**config.mk**
```make
export PLATFORM = sky130hd
export DESIGN_NAME = upsampler_2x_replicate
export DESIGN_NICKNAME = d
export VERILOG_FILES = /design/src/rtl/upsampler_2x_replicate.sv
export SDC_FILE = /design/constraint.sdc
export NUM_CORES = 2
export LEC_CHECK = 0
export CORE_ASPECT_RATIO = 1.75
export CORE_MARGIN = 1.5
export CORE_UTILIZATION = 40
export DETAILED_ROUTE_END_ITERATION = 7
export HOLD_SLACK_MARGIN = 0.03
export PLACE_DENSITY = 0.56
export SLEW_MARGIN = 20
export SYNTH_ARGS = -nofsm -noshare
export SYNTH_HDL_FRONTEND = slang
export SYNTH_SLANG_ARGS = --single-unit
```
**constraint.sdc**
```tcl
create_clock -name clock -period 3.3 [get_ports clock]
set_clock_uncertainty 0.05 [all_clocks]
set_input_delay 0.66 -clock clock [delete_from_list [all_inputs] [get_ports clock]]
set_output_delay 0.66 -clock clock [all_outputs]
set_load 0.02 [all_outputs]
```
**src/rtl/upsampler_2x_replicate.sv**
```systemverilog
// rtl/upsampler_2x_replicate.sv - 2x pixel-replicating upsampler with one-row line buffer replay
// Optional build macro: UPSAMPLER_BLANK_ZERO_EN (forces out_data to zero on blanked pixels)
module upsampler_2x_replicate #(
  parameter int IN_COLS = 210,
  parameter int IN_ROWS = 160
) (
  input  logic       clock,
  input  logic       reset,
  input  logic       in_valid,
  output logic       in_ready,
  input  logic [7:0] in_data,
  input  logic       in_blank,
  output logic       out_valid,
  input  logic       out_ready,
  output logic [7:0] out_data,
  output logic       out_blank,
  output logic       out_eol,
  output logic       out_eof
);

  localparam int COL_W = (IN_COLS > 1) ? $clog2(IN_COLS) : 1;
  localparam int ROW_W = (IN_ROWS > 1) ? $clog2(IN_ROWS) : 1;

  typedef enum logic {
    ST_FILL   = 1'b0,
    ST_REPLAY = 1'b1
  } state_t;

  state_t             state_q, state_d;
  logic               copy_q, copy_d;
  logic [COL_W-1:0]   col_q, col_d;
  logic [ROW_W-1:0]   row_q, row_d;
  logic               out_valid_q, out_valid_d;
  logic [7:0]         pix_q, pix_d;
  logic               blank_q, blank_d;
  logic               eol_q, eol_d;
  logic               eof_q, eof_d;

  // {blank, data} per input column; rd_data_q always mirrors line_mem[col_q]
  logic [8:0]         line_mem [IN_COLS];
  logic [8:0]         rd_data_q;

  logic               load;
  logic               wr_en;
  logic               col_last;
  logic               row_last;

  assign load     = !out_valid_q || out_ready;
  assign col_last = (col_q == COL_W'(IN_COLS - 1));
  assign row_last = (row_q == ROW_W'(IN_ROWS - 1));
  assign wr_en    = in_valid && in_ready;

  // Next-state, counter and output-register logic; the output register only moves when its slot frees up
  always_comb begin
    state_d     = state_q;
    copy_d      = copy_q;
    col_d       = col_q;
    row_d       = row_q;
    out_valid_d = out_valid_q;
    pix_d       = pix_q;
    blank_d     = blank_q;
    eol_d       = eol_q;
    eof_d       = eof_q;
    in_ready    = 1'b0;

    case (state_q)
      ST_FILL: begin
        in_ready = !reset && !copy_q && load;
        if (load) begin
          if (copy_q) begin
            // second emission of the pixel already held in the output register
            out_valid_d = 1'b1;
            copy_d      = 1'b0;
            eol_d       = col_last;
            eof_d       = 1'b0;
            if (col_last) begin
              col_d   = '0;
              state_d = ST_REPLAY;
            end else begin
              col_d = col_q + COL_W'(1);
            end
          end else if (in_valid) begin
            out_valid_d = 1'b1;
            pix_d       = in_data;
            blank_d     = in_blank;
            eol_d       = 1'b0;
            eof_d       = 1'b0;
            copy_d      = 1'b1;
          end else begin
            out_valid_d = 1'b0;
            eol_d       = 1'b0;
            eof_d       = 1'b0;
          end
        end
      end
      default: begin
        if (load) begin
          out_valid_d = 1'b1;
          if (!copy_q) begin
            // prefetched entry is already waiting in rd_data_q, so no bubble
            pix_d   = rd_data_q[7:0];
            blank_d = rd_data_q[8];
            eol_d   = 1'b0;
            eof_d   = 1'b0;
            copy_d  = 1'b1;
          end else begin
            copy_d = 1'b0;
            eol_d  = col_last;
            eof_d  = col_last && row_last;
            if (col_last) begin
              col_d   = '0;
              state_d = ST_FILL;
              row_d   = row_last ? '0 : row_q + ROW_W'(1);
            end else begin
              col_d = col_q + COL_W'(1);
            end
          end
        end
      end
    endcase
  end

  // State and output registers with synchronous reset; reset also restarts frame alignment
  always_ff @(posedge clock) begin
    if (reset) begin
      state_q     <= ST_FILL;
      copy_q      <= 1'b0;
      col_q       <= '0;
      row_q       <= '0;
      out_valid_q <= 1'b0;
      pix_q       <= '0;
      blank_q     <= 1'b0;
      eol_q       <= 1'b0;
      eof_q       <= 1'b0;
    end else begin
      state_q     <= state_d;
      copy_q      <= copy_d;
      col_q       <= col_d;
      row_q       <= row_d;
      out_valid_q <= out_valid_d;
      pix_q       <= pix_d;
      blank_q     <= blank_d;
      eol_q       <= eol_d;
      eof_q       <= eof_d;
    end
  end

  // Line buffer: write on accept, read addressed by the next column so the entry is ready one cycle early
  always_ff @(posedge clock) begin
    if (wr_en) begin
      line_mem[col_q] <= {in_blank, in_data};
    end
    rd_data_q <= line_mem[col_d];
  end

  assign out_valid = out_valid_q;
  assign out_blank = blank_q;
  assign out_eol   = eol_q;
  assign out_eof   = eof_q;
`ifdef UPSAMPLER_BLANK_ZERO_EN
  assign out_data  = blank_q ? 8'd0 : pix_q;
`else
  assign out_data  = pix_q;
`endif

endmodule

```
== Word-level counts from Yosys, hierarchy flattened ==
Memory sizes are Yosys's and may differ from the RTL's. A register that Yosys moved wholly into a read port is not among the register bits.
Index checks and enable logic that the tools add are counted.

* Add/subtract/negate cells: 2
* Equal/unequal tests: 2
* Multiplexer cells: 41
* Bitwise gates (word level): 1
* Reduce and logical (&&, ||, !) cells: 11

{| class="wikitable"
|+ Operator list
! operator !! count
|-
| $mux W8 || 10
|-
| $mux W1 || 31
|-
| $add A8 B1 Y8 const B || 2
|-
| $eq A8 B8 Y1 const B || 2
|-
| $logic_and A1 B1 Y1 || 4
|-
| $reduce_and A4 Y1 || 1
|-
| $logic_not A1 Y1 || 3
|-
| $reduce_and A3 Y1 || 1
|-
| $reduce_bool A2 Y1 || 1
|-
| $logic_or A1 B1 Y1 || 1
|-
| $not A1 Y1 || 1
|}

* Register bits: 30
* Bits in writable memories: 1890
* Input port bits: 13
* Output and inout port bits: 13
* Logic and storage cells: 67
* Memories: 1

{| class="wikitable"
|+ Memory list
! name !! words !! bits a word !! read ports !! clocked after Yosys merged registers in !! write ports !! line !! source
|-
| line_mem || 210 || 9 || 1 || 1 || 1 || 40 || <nowiki>logic [8:0] line_mem [IN_COLS];</nowiki>
|}

== Longest topological paths before layout ==
* Word-level depth: 7
* Depth in mapped cells: 19
* Depth with buffers taken out: 11

== Least setup slack after synthesis ==
Ideal clock, no wire load.

* Path type: input port to flip-flop
* Start: in reset
* End: mem line_mem[146][0] (enable)
* Library setup time: 374 ps
* Data arrival time: 3101 ps
* Required time: 2876 ps
* Path slack: -225 ps
* Stages: 7
* Path buffers: 2
* Cell sequence: clkbuf_1 > nor4_1 > nand2_1 > nor3b_1 > nand2_1 > clkbuf_1 > nor2_1

* Cells in the longest elaborated chain, start to end: 7

{| class="wikitable"
|+ Ends and longest elaborated chain
! element !! line !! source
|-
| from (decl) || 8 || <nowiki>input logic reset,</nowiki>
|-
| $logic_not A1 Y1 || 68 || <nowiki>in_ready = !reset && !copy_q && load;</nowiki>
|-
| $logic_and A1 B1 Y1 (2 in a row) || 68 ||
|-
| $mux W1 || 66 || <nowiki>case (state_q)</nowiki>
|-
| named net in_ready || 10 || <nowiki>output logic in_ready,</nowiki>
|-
| $logic_and A1 B1 Y1 || 51 || <nowiki>assign wr_en = in_valid && in_ready;</nowiki>
|-
| $mux W1 || 150 || <nowiki>if (wr_en) begin</nowiki>
|-
| $mux W1 (not written as such) || 151 || <nowiki>line_mem[col_q] <= {in_blank, in_data};</nowiki>
|-
| to (decl) || 40 ||
|}

The timed path passes the listed nets, and every way through them passes these cells.

== Worst setup path in the final report ==
* Start: reg col_q[1]
* End: reg rd_data_q[2], read port of line_mem

* Cells in the longest elaborated chain, start to end: 4
* Elaborated cells on any way between the ends: 5
* Those cells by class: add/sub (1); eq/ne (1); mux (3)

{| class="wikitable"
|+ Ends and longest elaborated chain
! element !! line !! source
|-
| from (decl) || 31 || <nowiki>logic [COL_W-1:0] col_q, col_d;</nowiki>
|-
| from (signal assigned) || 138 || <nowiki>col_q <= col_d;</nowiki>
|-
| $add A8 B1 Y8 / $eq A8 B8 Y1 (equally long branches) || 80, 115, 49 ||
|-
| $mux W8 || 76, 110 ||
|-
| $mux W8 || 70, 99 ||
|-
| $mux W8 (*) || 69, 97 ||
|-
| to (decl) || 41 || <nowiki>logic [8:0] rd_data_q;</nowiki>
|}

Mark *: on every way between the ends. The rest lies on a longest branch, timed or not.
A chain may end at the register's enable or synchronous reset.

==> summary.md <==
The run gives 152100 um as the post-DP HPWL. The tools report the critical path launch point as col_q[1]$_SDFF_PP0_. Entering global routing, the biggest net connects 93 pins. The total nets after synthesis is 3851, and the synthesized-area fraction occupied by adder cells is 0.08326%.

For this design the total switching power over the nets is 10.90 mW. The run gives -451.0 ps as the worst path setup slack after routing. Data on the critical path arrives at its endpoint at 4390 ps. In the synthesized netlist the async set-or-reset flop fraction comes to 0%. The final standard cell area without fillers is 91970 um^2. The synthesized netlist devotes 4.489% of its cell area to compound gates.

The number of global-route vias before repair was 42350; the post-synth design cell area was 75140 um^2. The tools report the number of max-slew violations in the final report as 0. TritonCTS built the clock tree. The post-detailed-route via-to-cell ratio came out at 5.635.

The maximum fanout encountered on the critical timing path works out to 7. The number of hold buffers added after CTS was 0. The top cell types in the final layout, fill and taps aside, are sky130_fd_sc_hd__edfxtp_1, sky130_fd_sc_hd__buf_4, sky130_fd_sc_hd__mux4_2. The count of buffers added on input and output ports is 25.

Once the floorplan was initialized, standard cells occupied 40.22% of the core. Setup repair after global routing could not meet its margin everywhere. The synthesized netlist contains 80 unique library cells. After clock tree synthesis, the clock-pin slew on the worst setup and hold paths is 70 ps. The worst setup path is launched from a register. The final routed wire length divided by cell count is 30.42 um, and the critical path data required time is 3940 ps. The longest clock path from root to sink contains 4 buffers. The detailed router placed 41040 vias in this run. STA classifies the critical path endpoint as a register.

After detailed placement, the design holds a cell count of 6885. In this run, CTS created clock tree buffers numbering 172. The worst reg2reg path startpoint was col_q[1]$_SDFF_PP0_. The synthesis-stage register bit count works out to 1929. Max-cap violations in this run came to 0.

Internal power comes to 39.63 mW. The tools report the combinational group share of total power as 7.5%. The fraction of the cycle the final worst path needs works out to 113.7%. The tightest hold path in the finished design has a slack of 275.3 ps.

The region available for standard cell placement spans 186800 um^2. At the pin with the least slew margin, the transition time is 1308 ps. The most frequently used flop master after synthesis is sky130_fd_sc_hd__edfxtp_1. Prior to clock tree synthesis, the placed netlist has a worst setup slack of -1486 ps. In the global route stage, overall resource usage came out at 23.24%. For the timing-limited maximum frequency, the log shows 266.6 MHz.

The synthesized area per cell was 19.60 um^2. In this run the worst hold path is classified as input port to register. The power after layout is 50.53 mW, and the total number of H-tree levels is 4. Dividing total power by cell area gives a power density of 549.4 nW/um^2. The classification of the worst setup path was register to register. Synthesis produced a netlist whose cell count is 3833. The final routed DRC violation total was 0; the final-report setup violation count was 9. The post-detailed-route count of antenna-violating nets was 0.

The worst pin sits at a relative slew slack of 12.58%. The critical path ends at rd_data_q[2]$_DFF_P_. The worst-case IR drop observed on VDD is 0.3364 mV. The final reports fail on negative setup slack. The clock network accounts for 39.2% of the total power. Wire length of the first global-routing pass: 312300 um. The initial antenna violation count was 1. After filler insertion, the fill cell instance count of the layout stands at 15310. Clock tree synthesis selected as its root buffer the cell sky130_fd_sc_hd__clkbuf_16.

The placed instances occupy a cell area of 84460 um^2. After the first detailed-routing iteration, the DRC count stood at 3687. After synthesis, the largest family of logic cells by area is multiplexers.

Subtracting the final worst setup slack from the clock period gives 3751 ps. The clock latency of the later-clocked register in the worst-skew pair was 800 ps. Summed over all layers, the global routing overflow is 0.

Summing the areas of all xor and xnor instances in the mapped netlist gives 0.1166% of the synthesized area. Measured along the y axis, the die boundary spans 576.4 um. Wires add up to 221500 um. The number of rows created at floorplan came out at 210. The flow ran to the end, but the final reports show violations.

The congestion estimate from routability-driven global placement came to 0.9369. Summing the sequential cell areas from Yosys gives 76.57% of the chip area. The slack of the worst reg-to-reg path is -450 ps, and the share of final-layout standard cells stronger than drive strength 1 is 34.88%.

After Yosys synthesis, and, or, nand and nor cells account for 4.234% of the synthesized area. The part of the total power dissipated in sequential elements is 53.3%, and the leakage power is 30.25 nW. 26 I/O pins were placed. The number of nets in the layout was 4728; the number of flops mapped to enable cells by yosys was 1890. In this run the critical register-to-register path is captured at rd_data_q[2]$_DFF_P_. The most common cell after layout, fill and taps aside is sky130_fd_sc_hd__edfxtp_1. The number of warning messages in the yosys log is 0, and the final cell count without fillers is 7282. The number of cells on the worst reg-to-reg path is 17. The detailed-routing iteration count for the pre-antenna-repair pass was 5; the net switching share of the total power was 21.57%.

The sink count of the clock tree is 1929, and the die footprint is 190600 um^2. After synthesis, the share of cell area in mux cells is 12.35%. The tools report the number of hold violations in the final report as 0. The die boundary width is 330.6 um, and the area overhead of the layout relative to synthesis is 22.39%.
[flip-flops by register name (all words and copies together) (netlist names)]
signal     flops
out_data       8
out_eol        1
out_eof        1
out_valid      1
line_mem    1890
copy_q         1
row_q          8
out_blank      1
col_q          8
rd_data_q      9
state_q        1
[cell families (layout without fill, tap and decap cells)]
kind of cell / Yosys count / in the layout
flip-flops: 1929 / 1929
AND/OR/NAND/NOR: 742 / 742
AO/OA/AOI/OAI: 469 / 469
multiplexers: 437 / 437
buffers and inverters: 241 / 1251
XOR/XNOR: 10 / 10
adder cells (fa/ha/maj): 5 / 5
other: 0 / 1
[cell type report]
type | instances | area [um^2] | share of cell area, %
diodes | 1 | 2.502 | 0.002721
clock buffers | 224 | 4593 | 4.994
clock inverters | 83 | 812.0 | 0.8829
inverters | 6 | 22.52 | 0.02449
multi-input cells | 1663 | 16980 | 18.46
flip-flops and latches | 1929 | 57540 | 62.56
well taps | 2438 | 3050 | 3.317
repair buffers | 938 | 8972 | 9.756
[routing by layer]
metal	track usage [%]	wire length, um
met1	25.84	76890
met2	42.93	120700
met3	2.537	10020
met4	12.64	13890
met5	0	0
[cell usage after synthesis, drive strengths merged, types with 4 or more instances]
cell type,count,area [um^2]
o2111ai,8,93.84
a21oi,110,550.5
and3,35,219.0
o211ai,9,67.56
dfxtp,39,780.8
o221ai,7,61.31
mux4,385,8757
nand3,82,410.4
nor2b,4,32.53
nor3,21,110.1
clkbuf,100,396.6
a2111oi,6,77.57
o32ai,4,35.03
o21ai,13,65.06
a41oi,5,43.79
nor4,16,100.1
a221oi,14,135.1
a211oi,47,377.9
nor2,271,1017
inv,6,22.52
a22o,19,166.4
o31ai,5,42.54
a22oi,134,1006
a32oi,17,148.9
dlygate4sd1,4,35.03
edfxtp,1890,56750
ha,5,62.56
buf,130,1160
nor3b,4,30.03
a31oi,29,181.4
nand2,281,1057
a311oi,9,85.08
o22ai,21,131.4
xor2,7,61.31
mux2i,52,520.5
nand4,12,75.07
[power groups by stage]
stage | combinational, mW | clock [mW] | sequential [mW]
3_5_place_dp | 3.32 | 0 | 27.5
6_report | 3.81 | 19.8 | 26.9
3_3_place_gp | 3.29 | 0 | 27.5
2_1_floorplan | 1.81 | 0 | 27.5
4_1_cts | 3.67 | 20.1 | 26.9
5_1_grt | 4.00 | 20.9 | 26.9
[what timing repair did]
item,4_1_cts,5_1_grt
endpoints found under the setup margin,10,9
pin swaps,24,35
gates cloned,8,0
gates resized for setup,155,97
setup buffers,38,53
[worst max-delay path, cell delays in order, from the launching register on]
cell and delay [ps]:
sky130_fd_sc_hd__dfxtp_2 320, sky130_fd_sc_hd__inv_2 70, sky130_fd_sc_hd__ha_4 120, sky130_fd_sc_hd__or3b_4 400, sky130_fd_sc_hd__o2111ai_4 220, sky130_fd_sc_hd__and2_4 210
sky130_fd_sc_hd__buf_12 120, sky130_fd_sc_hd__buf_12 150, sky130_fd_sc_hd__buf_16 150, sky130_fd_sc_hd__buf_12 110, sky130_fd_sc_hd__buf_12 110, sky130_fd_sc_hd__mux4_2 490
sky130_fd_sc_hd__a22o_1 350, sky130_fd_sc_hd__o21ai_1 270, sky130_fd_sc_hd__buf_4 170, sky130_fd_sc_hd__o31ai_2 60, sky130_fd_sc_hd__nor3_1 170, sky130_fd_sc_hd__nor4_1 80
[how the worst min path moves through the flow]
stage / end / cells after the start / start / slack [ps]
after CTS: line_mem[207][8]$_DFFE_PP_ / 1 / in_blank / 240
after global routing: line_mem[92][1]$_DFFE_PP_ / 1 / in_data[1] / 270
final: line_mem[195][8]$_DFFE_PP_ / 1 / in_blank / 280
after detailed placement: out_eol$_SDFFE_PP0N_ / 2 / out_eol$_SDFFE_PP0N_ / 400
after floorplan: row_q[4]$_SDFFE_PP0P_ / 2 / row_q[4]$_SDFFE_PP0P_ / 420
after global placement: out_eol$_SDFFE_PP0N_ / 2 / out_eol$_SDFFE_PP0N_ / 400
[per-stage QoR]
| step | setup TNS, ps | util (%) |
|---|---|---|
| floorplan | -24.11 | - |
| global placement | -487180 | 45.21 |
| detailed placement | -500670 | 45.21 |
| CTS | -3582 | 48.81 |
| global route | -4134 | 49.23 |
| finish | -3432 | 49.23 |
Note: power is estimated with default switching activity, not from simulation.
